--- config.mk ---
export PLATFORM = sky130hd
export DESIGN_NAME = lsu_cache_req_flat
export DESIGN_NICKNAME = d
export VERILOG_FILES = /design/src/rtl/lsu_cache_req_pkg.sv /design/src/rtl/lsu_cache_req_if.sv /design/src/rtl/lsu_cache_req_fifo.sv /design/src/rtl/lsu_cache_req.sv /design/src/flat_wrapper.sv
export SDC_FILE = /design/constraint.sdc
export NUM_CORES = 1
export LEC_CHECK = 0
export BUFFER_PORTS_ARGS = -buffer_cell sky130_fd_sc_hd__buf_4
export CORE_MARGIN = 2
export CORE_UTILIZATION = 51
export CTS_CLUSTER_DIAMETER = 150
export DETAILED_ROUTE_END_ITERATION = 8
export PLACE_DENSITY = 0.75
export SETUP_SLACK_MARGIN = 0.2
export SLEW_MARGIN = 25
export SYNTH_ARGS = -nofsm -noshare
export SYNTH_HDL_FRONTEND = slang
export SYNTH_HIERARCHICAL = 1
export SYNTH_SLANG_ARGS = --single-unit
--- constraint.sdc ---
create_clock -name clk -period 3.55 [get_ports clk]
set_clock_uncertainty 0.05 [all_clocks]
set_input_delay 0.71 -clock clk [delete_from_list [all_inputs] [get_ports clk]]
set_output_delay 0.71 -clock clk [all_outputs]
set_load 0.01 [all_outputs]
--- src/rtl/lsu_cache_req_pkg.sv ---
// Shared types, funct3 codes and cache control encodings for the LSU request sequencer.
package lsu_pkg;

  typedef enum logic [1:0] {
    IDLE  = 2'd0,
    ISSUE = 2'd1,
    BUSY  = 2'd2,
    RESP  = 2'd3
  } state_t;

  typedef struct packed {
    logic        we;
    logic [2:0]  funct3;
    logic [31:0] addr;
    logic [31:0] wdata;
  } req_t;

  localparam logic [2:0] F3_B  = 3'b000;
  localparam logic [2:0] F3_H  = 3'b001;
  localparam logic [2:0] F3_W  = 3'b010;
  localparam logic [2:0] F3_BU = 3'b100;
  localparam logic [2:0] F3_HU = 3'b101;

  localparam logic [4:0] LD_NONE = 5'b00000;
  localparam logic [4:0] LD_LB   = 5'b00001;
  localparam logic [4:0] LD_LH   = 5'b00010;
  localparam logic [4:0] LD_LW   = 5'b00100;
  localparam logic [4:0] LD_LBU  = 5'b01000;
  localparam logic [4:0] LD_LHU  = 5'b10000;

  localparam logic [2:0] ST_NONE = 3'b000;
  localparam logic [2:0] ST_SB   = 3'b001;
  localparam logic [2:0] ST_SH   = 3'b010;
  localparam logic [2:0] ST_SW   = 3'b100;

  function automatic logic [4:0] load_cntrl(input logic [2:0] f3);
    logic [4:0] lc;
    case (f3)
      F3_B:    lc = LD_LB;
      F3_H:    lc = LD_LH;
      F3_W:    lc = LD_LW;
      F3_BU:   lc = LD_LBU;
      F3_HU:   lc = LD_LHU;
      default: lc = LD_NONE;
    endcase
    return lc;
  endfunction

  function automatic logic [2:0] store_cntrl(input logic [2:0] f3);
    logic [2:0] sc;
    case (f3)
      F3_B:    sc = ST_SB;
      F3_H:    sc = ST_SH;
      F3_W:    sc = ST_SW;
      default: sc = ST_NONE;
    endcase
    return sc;
  endfunction

  // An op that maps to no control code is illegal; width comes from funct3[1:0].
  function automatic logic req_error(input req_t r);
    logic illegal;
    logic misaligned;
    illegal = r.we ? (store_cntrl(r.funct3) == ST_NONE) : (load_cntrl(r.funct3) == LD_NONE);
    case (r.funct3[1:0])
      2'b01:   misaligned = r.addr[0];
      2'b10:   misaligned = (r.addr[1:0] != 2'b00);
      default: misaligned = 1'b0;
    endcase
    return illegal | misaligned;
  endfunction

endpackage

--- src/rtl/lsu_cache_req_if.sv ---
// Pipeline request/response and data-cache bus of the LSU request sequencer.
interface lsu_cache_req_if;
  logic        req_valid;
  logic        req_ready;
  logic        req_we;
  logic [2:0]  req_funct3;
  logic [31:0] req_addr;
  logic [31:0] req_wdata;
  logic        resp_valid;
  logic [31:0] resp_rdata;
  logic        resp_err;
  logic        ren;
  logic        wen;
  logic [31:0] addr;
  logic [31:0] din;
  logic [4:0]  loadcntrl;
  logic [2:0]  storecntrl;
  logic        cache_rdy;
  logic [31:0] dout;

  modport slave (
    input  req_valid, req_we, req_funct3, req_addr, req_wdata, cache_rdy, dout,
    output req_ready, resp_valid, resp_rdata, resp_err,
    output ren, wen, addr, din, loadcntrl, storecntrl
  );

  modport master (
    output req_valid, req_we, req_funct3, req_addr, req_wdata, cache_rdy, dout,
    input  req_ready, resp_valid, resp_rdata, resp_err,
    input  ren, wen, addr, din, loadcntrl, storecntrl
  );
endinterface

--- src/rtl/lsu_cache_req_fifo.sv ---
// lsu_req_fifo: QDEPTH-entry request FIFO with registered count; head is the oldest entry.
module lsu_req_fifo
  import lsu_pkg::*;
#(
  parameter int QDEPTH = 2
) (
  input  logic                      clk,
  input  logic                      rst,
  input  logic                      push_i,
  input  req_t                      push_data_i,
  input  logic                      pop_i,
  output req_t                      head_o,
  output logic                      full_o,
  output logic                      empty_o,
  output logic [$clog2(QDEPTH):0]   count_o
);

  localparam int PW = $clog2(QDEPTH);
  localparam int CW = PW + 1;
  localparam logic [CW-1:0] DEPTH_C = CW'(QDEPTH);

  req_t          mem_q [QDEPTH];
  logic [PW-1:0] wr_ptr_q;
  logic [PW-1:0] rd_ptr_q;
  logic [CW-1:0] count_q;
  logic          push_s;
  logic          pop_s;

  assign full_o  = (count_q == DEPTH_C);
  assign empty_o = (count_q == '0);
  assign push_s  = push_i & ~full_o;
  assign pop_s   = pop_i & ~empty_o;
  assign head_o  = mem_q[rd_ptr_q];
  assign count_o = count_q;

  // Pointers and occupancy
  always_ff @(posedge clk or negedge rst) begin
    if (!rst) begin
      wr_ptr_q <= '0;
      rd_ptr_q <= '0;
      count_q  <= '0;
    end else begin
      if (push_s) wr_ptr_q <= wr_ptr_q + PW'(1);
      if (pop_s)  rd_ptr_q <= rd_ptr_q + PW'(1);
      case ({push_s, pop_s})
        2'b10:   count_q <= count_q + CW'(1);
        2'b01:   count_q <= count_q - CW'(1);
        default: count_q <= count_q;
      endcase
    end
  end

  // Entry storage
  always_ff @(posedge clk or negedge rst) begin
    if (!rst) begin
      for (int i = 0; i < QDEPTH; i++) mem_q[i] <= '0;
    end else if (push_s) begin
      mem_q[wr_ptr_q] <= push_data_i;
    end
  end

endmodule

--- src/rtl/lsu_cache_req.sv ---
// lsu_cache_req: in-order load/store sequencer in front of the data cache.
// Optional watchdog enabled with LSU_TIMEOUT_EN.
module lsu_cache_req
  import lsu_pkg::*;
#(
  parameter int QDEPTH = 2
`ifdef LSU_TIMEOUT_EN
  ,
  parameter int TIMEOUT_CYCLES = 256
`endif
) (
  input  logic          clk,
  input  logic          rst,
  lsu_cache_req_if.slave bus
);

  localparam int CW = $clog2(QDEPTH) + 1;
  localparam logic [CW-1:0] ONE_C = CW'(1);

  req_t          push_req_s;
  req_t          head_s;
  logic          push_s;
  logic          pop_s;
  logic          full_s;
  logic          empty_s;
  logic [CW-1:0] count_s;
  logic          head_err_s;
  logic          timeout_s;

  state_t        state_q, state_d;
  logic          head_vld_q, head_vld_d;
  logic          ren_q, ren_d;
  logic          wen_q, wen_d;
  logic [31:0]   addr_q, addr_d;
  logic [31:0]   din_q, din_d;
  logic [4:0]    loadcntrl_q, loadcntrl_d;
  logic [2:0]    storecntrl_q, storecntrl_d;
  logic          resp_valid_q, resp_valid_d;
  logic          resp_err_q, resp_err_d;
  logic [31:0]   resp_rdata_q, resp_rdata_d;

  assign push_req_s = '{we: bus.req_we, funct3: bus.req_funct3,
                        addr: bus.req_addr, wdata: bus.req_wdata};
  assign push_s     = bus.req_valid & ~full_s;
  assign head_err_s = req_error(head_s);

  lsu_req_fifo #(.QDEPTH(QDEPTH)) u_fifo (
    .clk         (clk),
    .rst         (rst),
    .push_i      (push_s),
    .push_data_i (push_req_s),
    .pop_i       (pop_s),
    .head_o      (head_s),
    .full_o      (full_s),
    .empty_o     (empty_s),
    .count_o     (count_s)
  );

  // The head is acted on only once it has sat in the FIFO for a cycle, which
  // gives the decode a full cycle; an entry leaving this edge does not count.
  assign head_vld_d = ~empty_s & ~(pop_s & (count_s == ONE_C));

`ifdef LSU_TIMEOUT_EN
  localparam logic [15:0] TO_LAST_C = 16'(TIMEOUT_CYCLES - 1);
  logic [15:0] wd_q;

  // Watchdog: cycles spent in ISSUE+BUSY for the current op
  always_ff @(posedge clk or negedge rst) begin
    if (!rst) begin
      wd_q <= 16'd0;
    end else if (state_q == IDLE && state_d == ISSUE) begin
      wd_q <= 16'd0;
    end else if (state_q == ISSUE || state_q == BUSY) begin
      wd_q <= wd_q + 16'd1;
    end else begin
      wd_q <= wd_q;
    end
  end

  assign timeout_s = ((state_q == ISSUE) || (state_q == BUSY)) && (wd_q == TO_LAST_C);
`else
  assign timeout_s = 1'b0;
`endif

  // Next state and next values of the registered outputs
  always_comb begin
    state_d      = state_q;
    ren_d        = ren_q;
    wen_d        = wen_q;
    addr_d       = addr_q;
    din_d        = din_q;
    loadcntrl_d  = loadcntrl_q;
    storecntrl_d = storecntrl_q;
    resp_valid_d = 1'b0;
    resp_err_d   = 1'b0;
    resp_rdata_d = 32'h0000_0000;
    pop_s        = 1'b0;

    case (state_q)
      IDLE: begin
        if (head_vld_q && !empty_s) begin
          if (head_err_s) begin
            state_d      = RESP;
            resp_valid_d = 1'b1;
            resp_err_d   = 1'b1;
          end else if (bus.cache_rdy) begin
            state_d      = ISSUE;
            ren_d        = ~head_s.we;
            wen_d        = head_s.we;
            addr_d       = head_s.addr;
            din_d        = head_s.we ? head_s.wdata : 32'h0000_0000;
            loadcntrl_d  = head_s.we ? LD_NONE : load_cntrl(head_s.funct3);
            storecntrl_d = head_s.we ? store_cntrl(head_s.funct3) : ST_NONE;
          end else begin
            state_d = IDLE;
          end
        end else begin
          state_d = IDLE;
        end
      end

      ISSUE: begin
        if (timeout_s || !bus.cache_rdy) begin
          // Cache has taken the op (or is unresponsive): strobes and controls drop, addr/din hold
          state_d      = timeout_s ? RESP : BUSY;
          ren_d        = 1'b0;
          wen_d        = 1'b0;
          loadcntrl_d  = LD_NONE;
          storecntrl_d = ST_NONE;
          resp_valid_d = timeout_s;
          resp_err_d   = timeout_s;
        end else begin
          state_d = ISSUE;
        end
      end

      BUSY: begin
        if (timeout_s) begin
          state_d      = RESP;
          resp_valid_d = 1'b1;
          resp_err_d   = 1'b1;
        end else if (bus.cache_rdy) begin
          state_d      = RESP;
          resp_valid_d = 1'b1;
          resp_rdata_d = head_s.we ? 32'h0000_0000 : bus.dout;
        end else begin
          state_d = BUSY;
        end
      end

      RESP: begin
        pop_s   = 1'b1;
        state_d = IDLE;
      end

      default: begin
        state_d      = IDLE;
        ren_d        = 1'b0;
        wen_d        = 1'b0;
        loadcntrl_d  = LD_NONE;
        storecntrl_d = ST_NONE;
      end
    endcase
  end

  // State and output registers
  always_ff @(posedge clk or negedge rst) begin
    if (!rst) begin
      state_q      <= IDLE;
      head_vld_q   <= 1'b0;
      ren_q        <= 1'b0;
      wen_q        <= 1'b0;
      addr_q       <= 32'h0000_0000;
      din_q        <= 32'h0000_0000;
      loadcntrl_q  <= LD_NONE;
      storecntrl_q <= ST_NONE;
      resp_valid_q <= 1'b0;
      resp_err_q   <= 1'b0;
      resp_rdata_q <= 32'h0000_0000;
    end else begin
      state_q      <= state_d;
      head_vld_q   <= head_vld_d;
      ren_q        <= ren_d;
      wen_q        <= wen_d;
      addr_q       <= addr_d;
      din_q        <= din_d;
      loadcntrl_q  <= loadcntrl_d;
      storecntrl_q <= storecntrl_d;
      resp_valid_q <= resp_valid_d;
      resp_err_q   <= resp_err_d;
      resp_rdata_q <= resp_rdata_d;
    end
  end

  assign bus.req_ready  = ~full_s;
  assign bus.resp_valid = resp_valid_q;
  assign bus.resp_err   = resp_err_q;
  assign bus.resp_rdata = resp_rdata_q;
  assign bus.ren        = ren_q;
  assign bus.wen        = wen_q;
  assign bus.addr       = addr_q;
  assign bus.din        = din_q;
  assign bus.loadcntrl  = loadcntrl_q;
  assign bus.storecntrl = storecntrl_q;

endmodule

--- src/flat_wrapper.sv ---
// flat-port wrapper written by rule: the top's interface ports become plain ports
module lsu_cache_req_flat import lsu_pkg::*;
#(
  parameter int QDEPTH = 2

)
  (clk, rst, bus_req_valid, bus_req_we, bus_req_funct3, bus_req_addr, bus_req_wdata, bus_cache_rdy, bus_dout, bus_req_ready, bus_resp_valid, bus_resp_rdata, bus_resp_err, bus_ren, bus_wen, bus_addr, bus_din, bus_loadcntrl, bus_storecntrl);
  lsu_cache_req_if bus_i ();
  input  logic clk;
  input  logic rst;
  input wire logic [$bits(bus_i.req_valid)-1:0] bus_req_valid;
  input wire logic [$bits(bus_i.req_we)-1:0] bus_req_we;
  input wire logic [$bits(bus_i.req_funct3)-1:0] bus_req_funct3;
  input wire logic [$bits(bus_i.req_addr)-1:0] bus_req_addr;
  input wire logic [$bits(bus_i.req_wdata)-1:0] bus_req_wdata;
  input wire logic [$bits(bus_i.cache_rdy)-1:0] bus_cache_rdy;
  input wire logic [$bits(bus_i.dout)-1:0] bus_dout;
  output wire logic [$bits(bus_i.req_ready)-1:0] bus_req_ready;
  output wire logic [$bits(bus_i.resp_valid)-1:0] bus_resp_valid;
  output wire logic [$bits(bus_i.resp_rdata)-1:0] bus_resp_rdata;
  output wire logic [$bits(bus_i.resp_err)-1:0] bus_resp_err;
  output wire logic [$bits(bus_i.ren)-1:0] bus_ren;
  output wire logic [$bits(bus_i.wen)-1:0] bus_wen;
  output wire logic [$bits(bus_i.addr)-1:0] bus_addr;
  output wire logic [$bits(bus_i.din)-1:0] bus_din;
  output wire logic [$bits(bus_i.loadcntrl)-1:0] bus_loadcntrl;
  output wire logic [$bits(bus_i.storecntrl)-1:0] bus_storecntrl;
  assign bus_i.req_valid = bus_req_valid;
  assign bus_i.req_we = bus_req_we;
  assign bus_i.req_funct3 = bus_req_funct3;
  assign bus_i.req_addr = bus_req_addr;
  assign bus_i.req_wdata = bus_req_wdata;
  assign bus_i.cache_rdy = bus_cache_rdy;
  assign bus_i.dout = bus_dout;
  assign bus_req_ready = bus_i.req_ready;
  assign bus_resp_valid = bus_i.resp_valid;
  assign bus_resp_rdata = bus_i.resp_rdata;
  assign bus_resp_err = bus_i.resp_err;
  assign bus_ren = bus_i.ren;
  assign bus_wen = bus_i.wen;
  assign bus_addr = bus_i.addr;
  assign bus_din = bus_i.din;
  assign bus_loadcntrl = bus_i.loadcntrl;
  assign bus_storecntrl = bus_i.storecntrl;
  lsu_cache_req #(.QDEPTH(QDEPTH)) u_core (.clk(clk), .rst(rst), .bus(bus_i));
endmodule
==> summary.md <==
| Metric | Value |
|---|---|
| Post-synth top flop | dfrtp_1 |
| Initial antenna violation count | 0 |
| Element type at the critical path end | flip-flop |
| Final Setup Violations | 0 |
| Max VDD drop | 736 µV |
| Maximum root-to-sink buffer count | 3 |
| Worst skew pair latency | 520 ps |
| Yosys top cell area share | 59.0% |
| Netlist cell types | 39 |
| Share of layout cells above drive strength 1 | 51.7% |
| Fin crit share | 75.4% |
| Fillers | 1547 |
| Non-Filler Cell Area, Final | 13400 µm² |
| GRT Util Overall | 20.3% |
| Slew Viols, Final | 0 |
| CTS sink count | 251 |
| Starting Density | 52.3% |
| Max-cap violations | 0 |
| Post-synthesis mux area share | 26.9% |
| Grt ovf | 0 |
| DRT antenna net count | 0 |
| R2r worst-path depth | 7 |
| Die Width | 149 µm |
| CTS tree | done |
| DR DRC count | 0 |
| Final wirelength | 22.2 mm |
| PortBufs | 212 |
| Crit. Startpoint | u_core/u_fifo/rd_ptr_q$_DFFE_PN0P_ |
| Cell type with the highest aggregate area in the netlist | dfrtp_1 |
| Commonest cells in the netlist | dfrtp_1, mux2_2, nand2_1 |
| Vias | 6376 |
| Chip height | 149 µm |
| Post-synth EDFFs | 0 |
| Worst R2R Start | u_core/u_fifo/rd_ptr_q$_DFFE_PN0P_ |
| CP Max Fanout | 65 |
| Setup CP Type | reg -> reg |
| Static Leak | 6.20 nW |
| Main combinational cell family by area after synthesis | multiplexers |
| Flop2flop setup slack | 870 ps |
| Final Util | 65.7% |
| Most frequent cell after synthesis | dfrtp_1 |
| Unrepaired setup endpoints after global routing | false |
| Drt pass-1 iters | 4 |
| Inserted Clock Buffers | 27 |
| Post-synthesis sequential area ratio | 59.0% |
| H-tree depth | 1 |
| WL/cell | 18.0 µm |
| Slowest-stage cell, CP | buf_4 |
| Via/cell ratio | 5.17 |
| Layout net count | 1053 |
| Async S/R FF share, synth | 100% |
| Clock root buffer master | clkbuf_16 |
| First-pass GRT wire length | 36.0 mm |
| Inserted Diodes | 0 |
| Post-CTS setup buffers | 0 |
| # rows | 52 |
| RR Endpoint | u_core/bus.din[26]$_DFFE_PN0P_ |
| Placed Area | 12400 µm² |
| Startpoint types | flip-flop |
| Synth Register Bits | 251 |
| DRT iter0 DRCs | 215 |
| Outcome | finished, final reports clean |
| Setup TNS | 0 ps |
| Largest stage delay, worst path | 590 ps |
| Power Density | 958 nW/µm² |
| Xor and xnor area share after synthesis | 0.411% |
| Mean Syn Cell Area | 14.4 µm² |
| Cells after Synth | 739 |
| Fmax achieved | 0.374 GHz |
| Clock-pin transition on the worst setup and hold timing paths | 60 ps |
| Area grow syn2layout | 25.7% |
| Final Hold Viols | 0 |
| Synth Area in Adders | 0.470% |
| Arrival @ worst endpoint | 3030 ps |
| Hold buffer count at cts | 0 |
| Post-Syn Nets | 847 |
| Syn Std Cell Area | 10700 µm² |
| Cells along the critical path | mux2_2, ha_1, nor2b_4, o311ai_4, buf_4, o21ai_0, o31ai_1 |
| Final Critical Period | 2680 ps |
| I/O pin count | 213 |
| Worst-margin pin slew | 711 ps |
| Critical path data required time | 3900 ps |
| Worst setup margin | 874 ps |
| Post-synthesis compound-gate area fraction | 4.38% |
| Top cells by area, synth | dfrtp_1, mux2_2, mux2_4 |
| Largest net degree at the start of global routing | 90 |
| Core Footprint | 20400 µm² |
| Setup WS pre-CTS | 899 ps |
| Max transition margin | 52.6% |
| Detail Placement HPWL | 14.4 mm |
| Vias in the first global route | 6761 |
| Hold/Removal Path Class | in -> async |
| Simple-gate area share of the yosys netlist | 5.43% |
| Synthesis warning total | 6 |
| Post-CTS resize count | 0 |
| Die Area | 22100 µm² |
| Routability cong. | 0.756 |
-- worst max path at each step --
stage | end | cells past startpoint
floorplan | u_core/bus.addr[10]$_DFFE_PN0P_ | 11
global placement | u_core/bus.addr[1]$_DFFE_PN0P_ | 8
detailed placement | u_core/bus.addr[0]$_DFFE_PN0P_ | 8
CTS | u_core/bus.addr[0]$_DFFE_PN0P_ | 8
global route | u_core/bus.din[25]$_DFFE_PN0P_ | 7
finish | u_core/bus.din[26]$_DFFE_PN0P_ | 7
-- power breakdown --
part | internal (W) | switching [W]
registers | 0.00411 | 0.000647
clock network | 0.00189 | 0.00110
logic | 0.00269 | 0.00239
-- area by class of cell --
type                    count  area (µm²)  area share [%]
inverters                   7        26.3           0.196
well taps                 270         338            2.52
clock inverters            13         223            1.66
clock buffers              34         732            5.47
flip-flops and latches    251        6280            46.9
repair buffers            226        1770            13.2
multi-input cells         432        4020            30.0
-- flip-flops by register name (all words and copies together), names as in the netlist, 2 cells and up --
signal and cells:
u_core/bus.storecntrl 3, u_core/u_fifo/count_o 2, u_core/bus.loadcntrl 5, u_core/u_fifo/mem_q 136
u_core/bus.resp_rdata 32, u_core/bus.din 32, u_core/state_q 2, u_core/bus.addr 32
-- per-stage QoR --
step           hold slack, ps  total power [W]  instances
5_1_grt                   200           0.0136       1233
3_5_place_dp              424          0.00991       1186
6_report                  139           0.0128       1233
3_3_place_gp              416          0.00975       1186
4_1_cts                   171           0.0130       1233
2_1_floorplan             364          0.00842        739
-- worst max-delay path: cells and delay by family (launching register included) --
family / cells / cell delay (ps)
AOI/OAI and AO/OA: 3 / 640
and+or+nand+nor: 1 / 160
muxes: 1 / 380
DFF: 1 / 440
buffers and inverters: 1 / 590
adders and majority gates: 1 / 260
-- placed cells by master, fill, tap and decap left out, types with 13 or more instances in the layout --
| master | count |
|---|---|
| o31ai_1 | 32 |
| mux2_1 | 20 |
| mux2_4 | 30 |
| buf_4 | 220 |
| o21ai_0 | 13 |
| nand2_1 | 54 |
| clkbuf_16 | 27 |
| mux2_2 | 186 |
| and2_1 | 33 |
| o21ai_1 | 20 |
| dfrtp_1 | 250 |
-- logic make-up after synthesis --
group	Yosys count
XOR/XNOR	5
AO/OA/AOI/OAI	69
buffers and inverters	56
multiplexers	246
adder cells (fa/ha/maj)	4
flip-flops	251
AND/OR/NAND/NOR	108
-- per-layer routing --
metal	wire [µm]	global-route usage [%]
met3	1530	5.74
met1	9820	27.7
met4	365	4.48
met2	10500	32.9
met5	0	0
No activity file was read; power rests on OpenSTA's default activity.
